$ cat config.mk
export PLATFORM = sky130hd
export DESIGN_NAME = instr_issuer
export DESIGN_NICKNAME = d
export VERILOG_FILES = /design/src/rtl/processor_pkg.sv /design/src/rtl/done_watchdog.sv /design/src/rtl/instr_issuer.sv
export SDC_FILE = /design/constraint.sdc
export NUM_CORES = 1
export LEC_CHECK = 0
export ABC_AREA = 1
export CORE_UTILIZATION = 40
export DETAILED_ROUTE_END_ITERATION = 8
export GPL_TIMING_DRIVEN = 1
export HOLD_SLACK_MARGIN = 0.02
export PLACE_DENSITY = 0.66
export RECOVER_POWER = 100
export SLEW_MARGIN = 10
export SYNTH_ARGS = -nofsm -noshare
export SYNTH_HDL_FRONTEND = slang
export SYNTH_SLANG_ARGS = --single-unit
$ cat constraint.sdc
create_clock -name clock -period 1.82 [get_ports clock]
set_clock_uncertainty 0.2 [all_clocks]
set_input_delay 0.364 -clock clock [delete_from_list [all_inputs] [get_ports clock]]
set_output_delay 0.364 -clock clock [all_outputs]
set_load 0.02 [all_outputs]
$ cat src/rtl/processor_pkg.sv
// processor_pkg: opcode constants, instruction field helpers and issuer FSM state encoding
package processor_pkg;
  localparam logic [2:0] OP_MV  = 3'b000;
  localparam logic [2:0] OP_MVI = 3'b001;
  localparam logic [2:0] OP_ADD = 3'b010;
  localparam logic [2:0] OP_SUB = 3'b011;
  typedef enum logic [3:0] {
    IDLE, FETCH, WAIT_IR, DECODE, FETCH_IMM, WAIT_IMM, ISSUE, WAIT_DONE, CHECK, HALT, STEP_WAIT
  } issuer_state_e;
  function automatic logic [2:0] opcode(input logic [8:0] w);
    return w[8:6];
  endfunction
  function automatic logic [2:0] rx(input logic [8:0] w);
    return w[5:3];
  endfunction
  function automatic logic [2:0] ry(input logic [8:0] w);
    return w[2:0];
  endfunction
endpackage

$ cat src/rtl/done_watchdog.sv
// done_watchdog: counts cycles spent waiting for done and flags expiry on the last permitted cycle
module done_watchdog #(
  parameter int LIMIT = 14
) (
  input  logic clock,
  input  logic reset,
  input  logic clr,
  input  logic en,
  output logic expire
);
  localparam int CW = $clog2(LIMIT + 1);
  logic [CW-1:0] cnt;
  assign expire = en && (cnt == CW'(LIMIT - 1));
  // count waiting cycles, freezing once the limit is hit
  always_ff @(posedge clock) begin
    if (reset || clr) cnt <= '0;
    else if (en && !expire) cnt <= cnt + CW'(1);
  end
endmodule

$ cat src/rtl/instr_issuer.sv
// instr_issuer: fetches program words, drives run/done handshake; INSTR_ISSUER_STEP_EN adds single-step gating
module instr_issuer
  import processor_pkg::*;
#(
  parameter int DATA_W       = 9,
  parameter int ADDR_W       = 5,
  parameter int PROG_LEN     = 16,
  parameter int DONE_TIMEOUT = 15
) (
  input  logic              clock,
  input  logic              reset,
  input  logic              start,
`ifdef INSTR_ISSUER_STEP_EN
  input  logic              step,
`endif
  output logic [ADDR_W-1:0] mem_addr,
  output logic              mem_rd,
  input  logic [DATA_W-1:0] mem_data,
  output logic [DATA_W-1:0] ir,
  output logic [DATA_W-1:0] din,
  output logic              run,
  input  logic              done,
  output logic              busy,
  output logic              halted,
  output logic              timeout_err,
  output logic [ADDR_W-1:0] pc
);
  localparam logic [ADDR_W:0] LEN = (ADDR_W + 1)'(PROG_LEN);
`ifdef INSTR_ISSUER_STEP_EN
  localparam issuer_state_e RESUME = STEP_WAIT;
`else
  localparam issuer_state_e RESUME = FETCH;
`endif
  issuer_state_e state;
  logic expire, is_mvi, imm_ok, at_end;
  logic [ADDR_W-1:0] pc_p1;
  assign pc_p1  = pc + ADDR_W'(1);
  assign is_mvi = opcode(ir) == OP_MVI;
  assign imm_ok = {1'b0, pc_p1} < LEN;
  assign at_end = {1'b0, pc} >= LEN;
  assign busy   = !(state inside {IDLE, HALT});
  // done is sampled in cycles 1..DONE_TIMEOUT-1 after run, so the flag lands DONE_TIMEOUT cycles after run
  done_watchdog #(.LIMIT(DONE_TIMEOUT - 1)) u_wd (
    .clock (clock),
    .reset (reset),
    .clr   (state == ISSUE),
    .en    (state == WAIT_DONE),
    .expire(expire)
  );
  // issuer FSM; strobes default low and are raised on the transition into the state that owns them
  always_ff @(posedge clock) begin
    if (reset) begin
      state       <= IDLE;
      pc          <= '0;
      ir          <= '0;
      din         <= '0;
      run         <= 1'b0;
      mem_rd      <= 1'b0;
      mem_addr    <= '0;
      halted      <= 1'b0;
      timeout_err <= 1'b0;
    end else begin
      run    <= 1'b0;
      mem_rd <= 1'b0;
      case (state)
        IDLE, HALT: if (start) begin
          halted      <= 1'b0;
          timeout_err <= 1'b0;
          pc          <= '0;
          mem_addr    <= '0;
          mem_rd      <= RESUME == FETCH;
          state       <= RESUME;
        end
`ifdef INSTR_ISSUER_STEP_EN
        STEP_WAIT: if (step) begin
          mem_rd <= 1'b1;
          state  <= FETCH;
        end
`endif
        FETCH: state <= WAIT_IR;
        WAIT_IR: begin
          ir    <= mem_data;
          state <= DECODE;
        end
        DECODE: if (is_mvi) begin
          mem_rd   <= imm_ok;
          mem_addr <= pc_p1;
          state    <= FETCH_IMM;
        end else begin
          din   <= '0;
          run   <= 1'b1;
          state <= ISSUE;
        end
        FETCH_IMM: if (!imm_ok) begin
          halted <= 1'b1;
          state  <= HALT;
        end else state <= WAIT_IMM;
        WAIT_IMM: begin
          din   <= mem_data;
          run   <= 1'b1;
          state <= ISSUE;
        end
        ISSUE: state <= WAIT_DONE;
        WAIT_DONE: if (done) begin
          pc    <= pc + (is_mvi ? ADDR_W'(2) : ADDR_W'(1));
          state <= CHECK;
        end else if (expire) begin
          timeout_err <= 1'b1;
          state       <= HALT;
        end
        CHECK: if (at_end) begin
          halted <= 1'b1;
          state  <= HALT;
        end else begin
          mem_addr <= pc;
          mem_rd   <= RESUME == FETCH;
          state    <= RESUME;
        end
        default: state <= IDLE;
      endcase
    end
  end
endmodule

* Word level (Yosys, flattened, before mapping) *
Cells that the tools add are included.

cells by class
  equality and inequality tests = 21
  add/sub/neg operators = 3
  multiplexer cells = 29
  reduce and logical (&&, ||, !) cells = 18
  order comparisons = 2

operators with widths
  cell                   number
  $pmux W4 S9            1
  $mux W4                5
  $mux W5                4
  $ne A2 B2 Y1 const B   9
  $pmux W9 S2            1
  $eq A4 B3 Y1 const B   4
  $pmux W5 S3            1
  $eq A4 B4 Y1 const B   3
  $reduce_and A4 Y1      3
  $pmux W5 S2            1
  $mux W1                9
  $mux W9                1
  $eq A4 B2 Y1 const B   2
  $pmux W1 S3            2
  $reduce_bool A2 Y1     3
  $reduce_bool A3 Y1     2
  $add A5 B1 Y5 const B  1
  $add A5 B2 Y5          1
  $ge A5 B5 Y1 const B   1
  $lt A5 B5 Y1 const B   1
  $add A4 B1 Y4 const B  1
  $eq A4 B1 Y1 const B   1
  $logic_not A4 Y1       1
  $mux W2                2
  9 further kinds        13

storage, ports and cells
  word-level logic and storage cells = 83
  input bits = 13
  register bits after elaboration = 40
  output and inout port bits = 33

* Depth between registers and ports, before layout *
Gate-level depths: netlist (run 1).

  word-level depth = 5
  mapped depth = 12

* Modules after synthesis *
A second synthesis (run 1) with hierarchy kept.

unflattened totals
  cell total of the unflattened synthesis = 302
  area total of the unflattened synthesis = 1990.7 um^2

modules (own cells, without submodules)
  module         area an instance (um^2)  sequential area each (um^2)  cells an instance  times used
  instr_issuer   1746.7                   720.7                        268                1
  done_watchdog  244.0                    80.1                         34                 1

* Worst setup path after synthesis (run 1) *
No wires, ideal clock.

  path kind = flip-flop to flip-flop
  start point = register ir[6]
  end point = register pc[2]
  path buffers = 0
  setup time = 0.115 ns
  period minus slack after synthesis = 1.765 ns
  data required time = 1.505 ns
  arrival time = 1.451 ns
  setup slack = 0.055 ns
  stages on the path, launching flop included = 11
  cell sequence = dfxtp_1 -> nand3_1 -> nor2_1 -> inv_1 -> nand2_1 -> inv_1 -> ha_1 -> nor2_1 -> inv_1 -> a21oi_1 -> nor2_1

on the way
  cells in the longest elaborated chain, start to end = 5

ends and longest elaborated chain
  element                 RTL line             RTL
  from (decl)             instr_issuer.sv:19   output logic [DATA_W-1:0] ir,
  from (signal assigned)  instr_issuer.sv:82   ir <= mem_data;
  $eq A3 B1 Y1            instr_issuer.sv:38   assign is_mvi = opcode(ir) == OP_MVI;
  $mux W2                 instr_issuer.sv:105  pc <= pc + (is_mvi ? ADDR_W'(2) : ADDR_W'(1));
  $add A5 B2 Y5           instr_issuer.sv:105
  $mux W5                 instr_issuer.sv:104  WAIT_DONE: if (done) begin
  $pmux W5 S2             instr_issuer.sv:65   case (state)
  to (signal assigned)    instr_issuer.sv:105
  to (decl)               instr_issuer.sv:26   output logic [ADDR_W-1:0] pc

No other way between the ends. The select of a mux whose other input is x is not followed.
A chain may end at the register's enable or synchronous reset.

* Worst setup path after layout (run 1) *
  start point = register ir[0]
  end point = output port ir[0]

No word-level cell between the ends.

==> summary.md, run 1 <==
| Metric | Value |
|---|---|
| DR pass1 iterations | 4 |
| Slew HR | 74.6% |
| Crit Path Max Fanout | 2 |
| DIE HEIGHT | 72.5 um |
| DR DRC count | 0 |
| Antenna violations before repair | 0 |
| Critical Path AT | 1230 ps |
| Reg2reg start | state[1] |
| Hold Vio Cnt, Final | 0 |
| Share of cells above drive strength 1 | 13.4% |
| Outcome | completed |
| Worst setup EP type | output pin |
| Number of max-cap violations | 0 |
| Mapped Nets | 311 |
| YS warnings | 0 |
| Reg2reg end | din[8] |
| WP buf/inv | 1 |
| Tot Pwr | 0.00347 W |
| CTS tree | done |
| Number of library cell types mapped by synthesis | 27 |
| Initial core utilization | 41.8% |
| Post-Route WL | 4.88 mm |
| Total number of vias | 1,986 |
| Minimum clock period | 1790 ps |
| Final setup fails | 0 |
| CTS buffer count | 5 |
| Clk buf depth | 2 |
| Fmax | 558 MHz |
| Final core occ | 55.4% |
| Cell Area, Synth | 1990 sq um |
| Largest net degree at the start of global routing | 16 |
| End of the critical path | ir[0] |
| Post-synthesis register bit count | 40 |
| Slowest cell on crit path | clkdlybuf4s50_1 |
| CP peak stage delay | 600 ps |
| Core Footprint | 4750 sq um |
| Crit start category | register |
| WS Path Type | reg2out |
| Hold crit path type | reg2reg |
| GRT Overall Usage | 19.9% |
| Peak supply drop | 0.589 mV |
| Post-synthesis sequential area ratio | 40.3% |
| # port buffers | 45 |
| CP delay by family, top | buffers and inverters |
| Post-Syn Area per Cell | 6.81 sq um |
| Routed Antenna Nets | 0 |
| Clock transition at the registers of the reported paths | 80 ps |
| Gpl congestion | 0.896 |
| DIE WIDTH | 72.5 um |
| Nets | 375 |
| Vias per cell | 4.68 |
| Worst EP required | 1260 ps |
| Cell Pwr Density | 1320 nW/um^2 |
| Number of global-route vias before repair | 1,779 |
| CTS H-tree depth | 2 |
| R2R setup slack | 110 ps |
| Root buf cell | clkbuf_8 |
| Drt wl/cell | 11.5 um |
| Reg2Reg Depth | 9 |
| Final Max Slew Viols | 0 |
| First-pass GRT wire length | 8.18 mm |
| Clock Latency Late Sink | 290 ps |
| Antenna cells | 0 |
| WP depth | 1 |
| Congestion Overflow GR | 0 |
| CP startpoint | ir[0] |
| RSZ-0062 raised after global routing | false |
| DR iter-0 viols | 100 |
| Fin crit share | 98.4% |
| DIE AREA | 5260 sq um |
| Cells after Synth | 292 |
| Area added between synthesis and finish | 32.6% |
| Clock sink count | 40 |
| CP cell instances | clkdlybuf4s50_1 |
| Static Leakage | 1.18 nW |
| Final HPWL DP | 3.68 mm |
| Final setup TNS | 0 ps |
| FP Rows | 25 |
| Boundary Pins | 46 |
| Worst Max-Slew Pin Slew | 380 ps |
## final cells by class
cell class                      count  area [sq um]
Clock inverter                      2          35.0
Inverter                           37           139
Fill cell                         498          2120
Multi-Input combinational cell    208          1040
Sequential cell                    40           802
Clock buffer                        6          72.6
Tap cell                           67          83.8
Timing Repair Buffer               64           462
## worst min-delay path by stage
stage / from / endpoint / slack, ps / depth (start not counted)
3_3_place_gp: mem_addr[4] / mem_addr[4] / 240 / 2
6_report: mem_addr[4] / mem_addr[4] / 260 / 2
5_1_grt: din[3] / din[3] / 280 / 2
3_5_place_dp: mem_addr[4] / mem_addr[4] / 250 / 2
2_1_floorplan: u_wd.cnt[0] / u_wd.cnt[0] / 290 / 2
4_1_cts: mem_addr[4] / mem_addr[4] / 260 / 2
## Yosys cell counts
cell | instances | area [sq um]
a211oi_1 | 1 | 7.51
a21boi_0 | 1 | 7.51
a21oi_1 | 26 | 130
a21oi_2 | 1 | 8.76
and3_1 | 1 | 6.26
buf_2 | 2 | 10.0
clkbuf_1 | 5 | 18.8
dfxtp_1 | 40 | 801
ha_1 | 6 | 75.1
inv_1 | 35 | 131
inv_2 | 2 | 7.51
nand2_1 | 67 | 251
nand2_2 | 4 | 25.0
nand2_4 | 4 | 45.0
nand3_1 | 18 | 90.1
nand3_2 | 1 | 10.0
nand3b_1 | 1 | 7.51
nand4_1 | 4 | 25.0
nor2_1 | 48 | 180
nor2_2 | 3 | 18.8
nor3_1 | 2 | 10.0
nor3_2 | 1 | 10.0
o211ai_1 | 1 | 7.51
o21ai_0 | 13 | 65.1
or2_0 | 1 | 6.26
or2_2 | 1 | 6.26
xor2_1 | 3 | 26.3
## cells by family after synthesis
group / after synthesis / synth area share, %
adders and majority gates: 6 / 3.78
DFF: 40 / 40.3
AOI/OAI and AO/OA: 43 / 11.4
buffers and inverters: 44 / 8.43
xor gates and xnor gates: 3 / 1.32
and+or+nand+nor: 156 / 34.8
## cells in the final DEF (no fill, tap or decap), drive strengths merged
cell           Yosys  layout
dlygate4sd2        0       5
a21boi             1       1
a21oi             27      27
nand3b             1       1
nor3               3       3
o21ai             13      13
and3               1       1
nand3             19      19
nand2             75      75
clkinv             0       1
dlygate4sd3        0       1
inv               37      37
dfxtp             40      40
a211oi             1       1
ha                 6       6
nand4              4       4
bufinv             0       1
or2                2       2
xor2               3       3
nor2              51      51
clkdlybuf4s50      0      20
clkbuf             5      26
o211ai             1       1
buf                2      18
## power by group
group	leakage (nW)	total, W	internal, W	switching (W)
Combinational	0.800	0.00160	0.000592	0.00101
Sequential	0.326	0.00115	0.00105	0.0000973
Clock	0.0552	0.000718	0.000407	0.000311
## timing repair
| action | in CTS | in global routing |
|---|---|---|
| setup endpoints to repair | 6 | 21 |
| endpoints found under the hold margin | 0 | 0 |
| pin swaps | 0 | 1 |
| resized for setup | 9 | 29 |
| hold buffers | 0 | 0 |
| buffers inserted | 0 | 0 |
## state kept, by name, indices dropped and copies added, names as in the netlist
register,flops
pc,5
din,9
timeout_err,1
u_wd.cnt,4
ir,9
run,1
halted,1
state,4
mem_addr,5
mem_rd,1
## layer usage
metal	GRT usage [%]	vias up	routed length (um)
li1	-	1044	-
met1	26.8	900	2420
met2	32.3	35	2260
met3	3.47	7	142
met4	6.10	0	55
met5	0	-	0
## through the flow
step / cell area, sq um / setup WS [ps] / instances / hold WS, ps
after global routing: 2640 / 0.876 / 424 / 280
after CTS: 2740 / 1.81 / 424 / 259
after floorplan: 1990 / 54.5 / 292 / 285
after detailed placement: 2640 / -43.8 / 416 / 246
final: 2640 / 28.5 / 424 / 260
after global placement: 2640 / 3.26 / 416 / 243
No activity file was read; power rests on OpenSTA's default activity.
==> run 2, diff against run 1 <==
--- a/config.mk
+++ b/config.mk
@@ -12,7 +12,6 @@
 export HOLD_SLACK_MARGIN = 0.02
 export PLACE_DENSITY = 0.66
 export RECOVER_POWER = 100
-export SLEW_MARGIN = 10
 export SYNTH_ARGS = -nofsm -noshare
 export SYNTH_HDL_FRONTEND = slang
 export SYNTH_SLANG_ARGS = --single-unit
==> results of run 2 <==
The final DEF is identical to that of run 1; final timing and power are the same.
==> run 3, diff against run 2 <==
--- a/config.mk
+++ b/config.mk
@@ -6,11 +6,11 @@
 export NUM_CORES = 1
 export LEC_CHECK = 0
 export ABC_AREA = 1
-export CORE_UTILIZATION = 40
+export CORE_MARGIN = 2
+export CORE_UTILIZATION = 35
 export DETAILED_ROUTE_END_ITERATION = 8
 export GPL_TIMING_DRIVEN = 1
 export HOLD_SLACK_MARGIN = 0.02
-export PLACE_DENSITY = 0.66
 export RECOVER_POWER = 100
 export SYNTH_ARGS = -nofsm -noshare
 export SYNTH_HDL_FRONTEND = slang
==> run 3 against run 2 <==
Final cell count grew 1.7%. Final area is 1.9% higher. Non-clock buffer count rose by 2. Sequential share of layout area fell by 0.35 points. Worst hold slack got worse by 13 ps. Worst setup slack better by 12 ps. Fmax grew 0.66%. Register-to-register slack better by 40 ps. Global-route usage down 3.5 points.
==> summary.md, run 3 (same netlist as run 1, synthesis figures left out) <==
| Metric | Value |
|---|---|
| Crit start category | register |
| # port buffers | 45 (unchanged) |
| Gpl congestion | 0.830 (-7.3%) |
| Post-Route WL | 5.00 mm (+2.3%) |
| Final setup fails | 0 (unchanged) |
| CTS tree | done |
| Share of cells above drive strength 1 | 15.6% (+2.2 points) |
| Antenna cells | 0 (unchanged) |
| Final setup TNS | 0 ps (unchanged) |
| Drt wl/cell | 11.6 um (+0.67%) |
| Initial core utilization | 36.1% (-5.7 points) |
| Commonest non-fill, non-tap cells in the layout | nand2_1, nor2_1, dfxtp_1, inv_1, a21oi_1 |
| Root buf cell | clkbuf_8 |
| Worst Max-Slew Pin Slew | 388 ps (+7.68 ps) |
| Number of global-route vias before repair | 1,681 (-5.5%) |
| Worst setup EP type | output pin |
| Cell Pwr Density | 1300 nW/um^2 (-1.2%) |
| GRT Overall Usage | 16.3% (-3.5 points) |
| Peak supply drop | 0.479 mV (-19%) |
| Clock sink count | 40 (unchanged) |
| DR iter-0 viols | 58 (-42%) |
| Final HPWL DP | 3.81 mm (+3.7%) |
| Boundary Pins | 46 (unchanged) |
| Antenna violations before repair | 0 (unchanged) |
| FP Rows | 27 (+8.0%) |
| DIE WIDTH | 79.4 um (+9.5%) |
| Vias per cell | 4.60 (-1.8%) |
| Slew HR | 74.1% (-0.51 points) |
| Hold Vio Cnt, Final | 0 (unchanged) |
| Clock transition at the registers of the reported paths | 80 ps (about the same) |
| Most common cell after layout, fill and taps aside | nand2_1 |
| Total number of vias | 1,983 (-0.15%) |
| First-pass GRT wire length | 8.05 mm (-1.5%) |
| Worst EP required | 1260 ps (about the same) |
| Number of max-cap violations | 0 (unchanged) |
| Hold_ws | 247 ps (-13.3 ps) |
| Design Area, Final | 2690 sq um (+1.9%) |
| RSZ-0062 raised after global routing | false |
| CTS H-tree depth | 2 (unchanged) |
| Clock Latency Late Sink | 300 ps (about the same) |
| Post-DP Area | 2660 sq um (+1.0%) |
| WS Path Type | reg2out |
| Largest net degree at the start of global routing | 16 (unchanged) |
| Routed Antenna Nets | 0 (unchanged) |
| Static Leakage | 1.24 nW (+5.1%) |
| Area added between synthesis and finish | 35.2% |
| Nets | 377 (+0.53%) |
| Critical Path AT | 1220 ps (about the same) |
| DIE AREA | 6300 sq um (+20%) |
| Outcome | completed |
| Regs by FF count | din (9), ir (9) |
| DR pass1 iterations | 4 (unchanged) |
| DIE HEIGHT | 79.4 um (+9.5%) |
| CP delay by family, top | buffers and inverters |
| Clk buf depth | 2 (unchanged) |
| Fmax | 562 MHz (+0.66%) |
| Congestion Overflow GR | 0 (unchanged) |
| Slowest cell on crit path | clkdlybuf4s50_1 |
| Fin crit share | 97.8% (-0.65 points) |
| Core Footprint | 5510 sq um (+16%) |
| CP cell instances | clkdlybuf4s50_1 |
| Minimum clock period | 1780 ps (-11.8 ps) |
| Crit Path Max Fanout | 2 (unchanged) |
| DR DRC count | 0 (unchanged) |
| CP peak stage delay | 590 ps (about the same) |
| WP buf/inv | 1 (unchanged) |
| Hold crit path type | reg2reg |
| CTS buffer count | 5 (unchanged) |
| Final Max Slew Viols | 0 (unchanged) |
run 3: cell types whose count changed in the layout (fill, tap and decap cells not counted), moves of 3 or more:
cell | before | now
nand2_2 | 3 | 6
clkdlybuf4s50_1 | 20 | 14
dlygate4sd2_1 | 5 | 13
nand2_1 | 69 | 66
nor2_2 | 8 | 5
dfxtp_1 | 39 | 36
run 3: metal layers:
layer	vias up	wire, um	track usage (%)
li1	1054	-	-
met1	886	2470	21.6
met2	36	2290	26.3
met3	7	173	3.62
met4	0	68	5.69
met5	-	0	0
run 3: power by group:
part | switching, W | internal (W)
clock | 0.000337 | 0.000413
combinational | 0.00101 | 0.000573
sequential | 0.000104 | 0.00106
run 3: metrics by stage:
step / util [%] / std cells / total power (W) / setup WS (ps)
after floorplan: - / 292 / 0.00219 / 54.5
after global placement: 48.4 / 422 / 0.00285 / 29.7
after detailed placement: 48.4 / 422 / 0.00286 / -12.0
after CTS: 50.3 / 430 / 0.00358 / 1.67
after global routing: 48.8 / 431 / 0.00376 / 9.09
final: 48.8 / 431 / 0.00349 / 40.3
run 3: final cells by class:
class | count | area [sq um]
sequential | 40 | 808
tap | 72 | 90.1
timing repair buffer | 66 | 485
inverter | 37 | 139
fill | 587 | 2820
clock inverter | 3 | 46.3
multi-input combinational | 208 | 1050
clock buffer | 5 | 68.8
run 3: what timing repair did:
item                       CTS  global route
pin swaps                    0             4
resized for setup           19            33
setup endpoints to repair   14            20
hold buffers                 0             0
hold endpoints to repair     0             0
setup buffers                0             1
run 3: worst paths after layout:
| path | start | endpoint | slack (ps) | cells past startpoint |
|---|---|---|---|---|
| max | mem_addr[2] | mem_addr[2] | 40 | 1 |
| min | mem_addr[4] | mem_addr[4] | 250 | 2 |
| max reg2reg | state[1] | din[5] | 150 | 9 |
| min reg2reg | mem_addr[4] | mem_addr[4] | 250 | 2 |
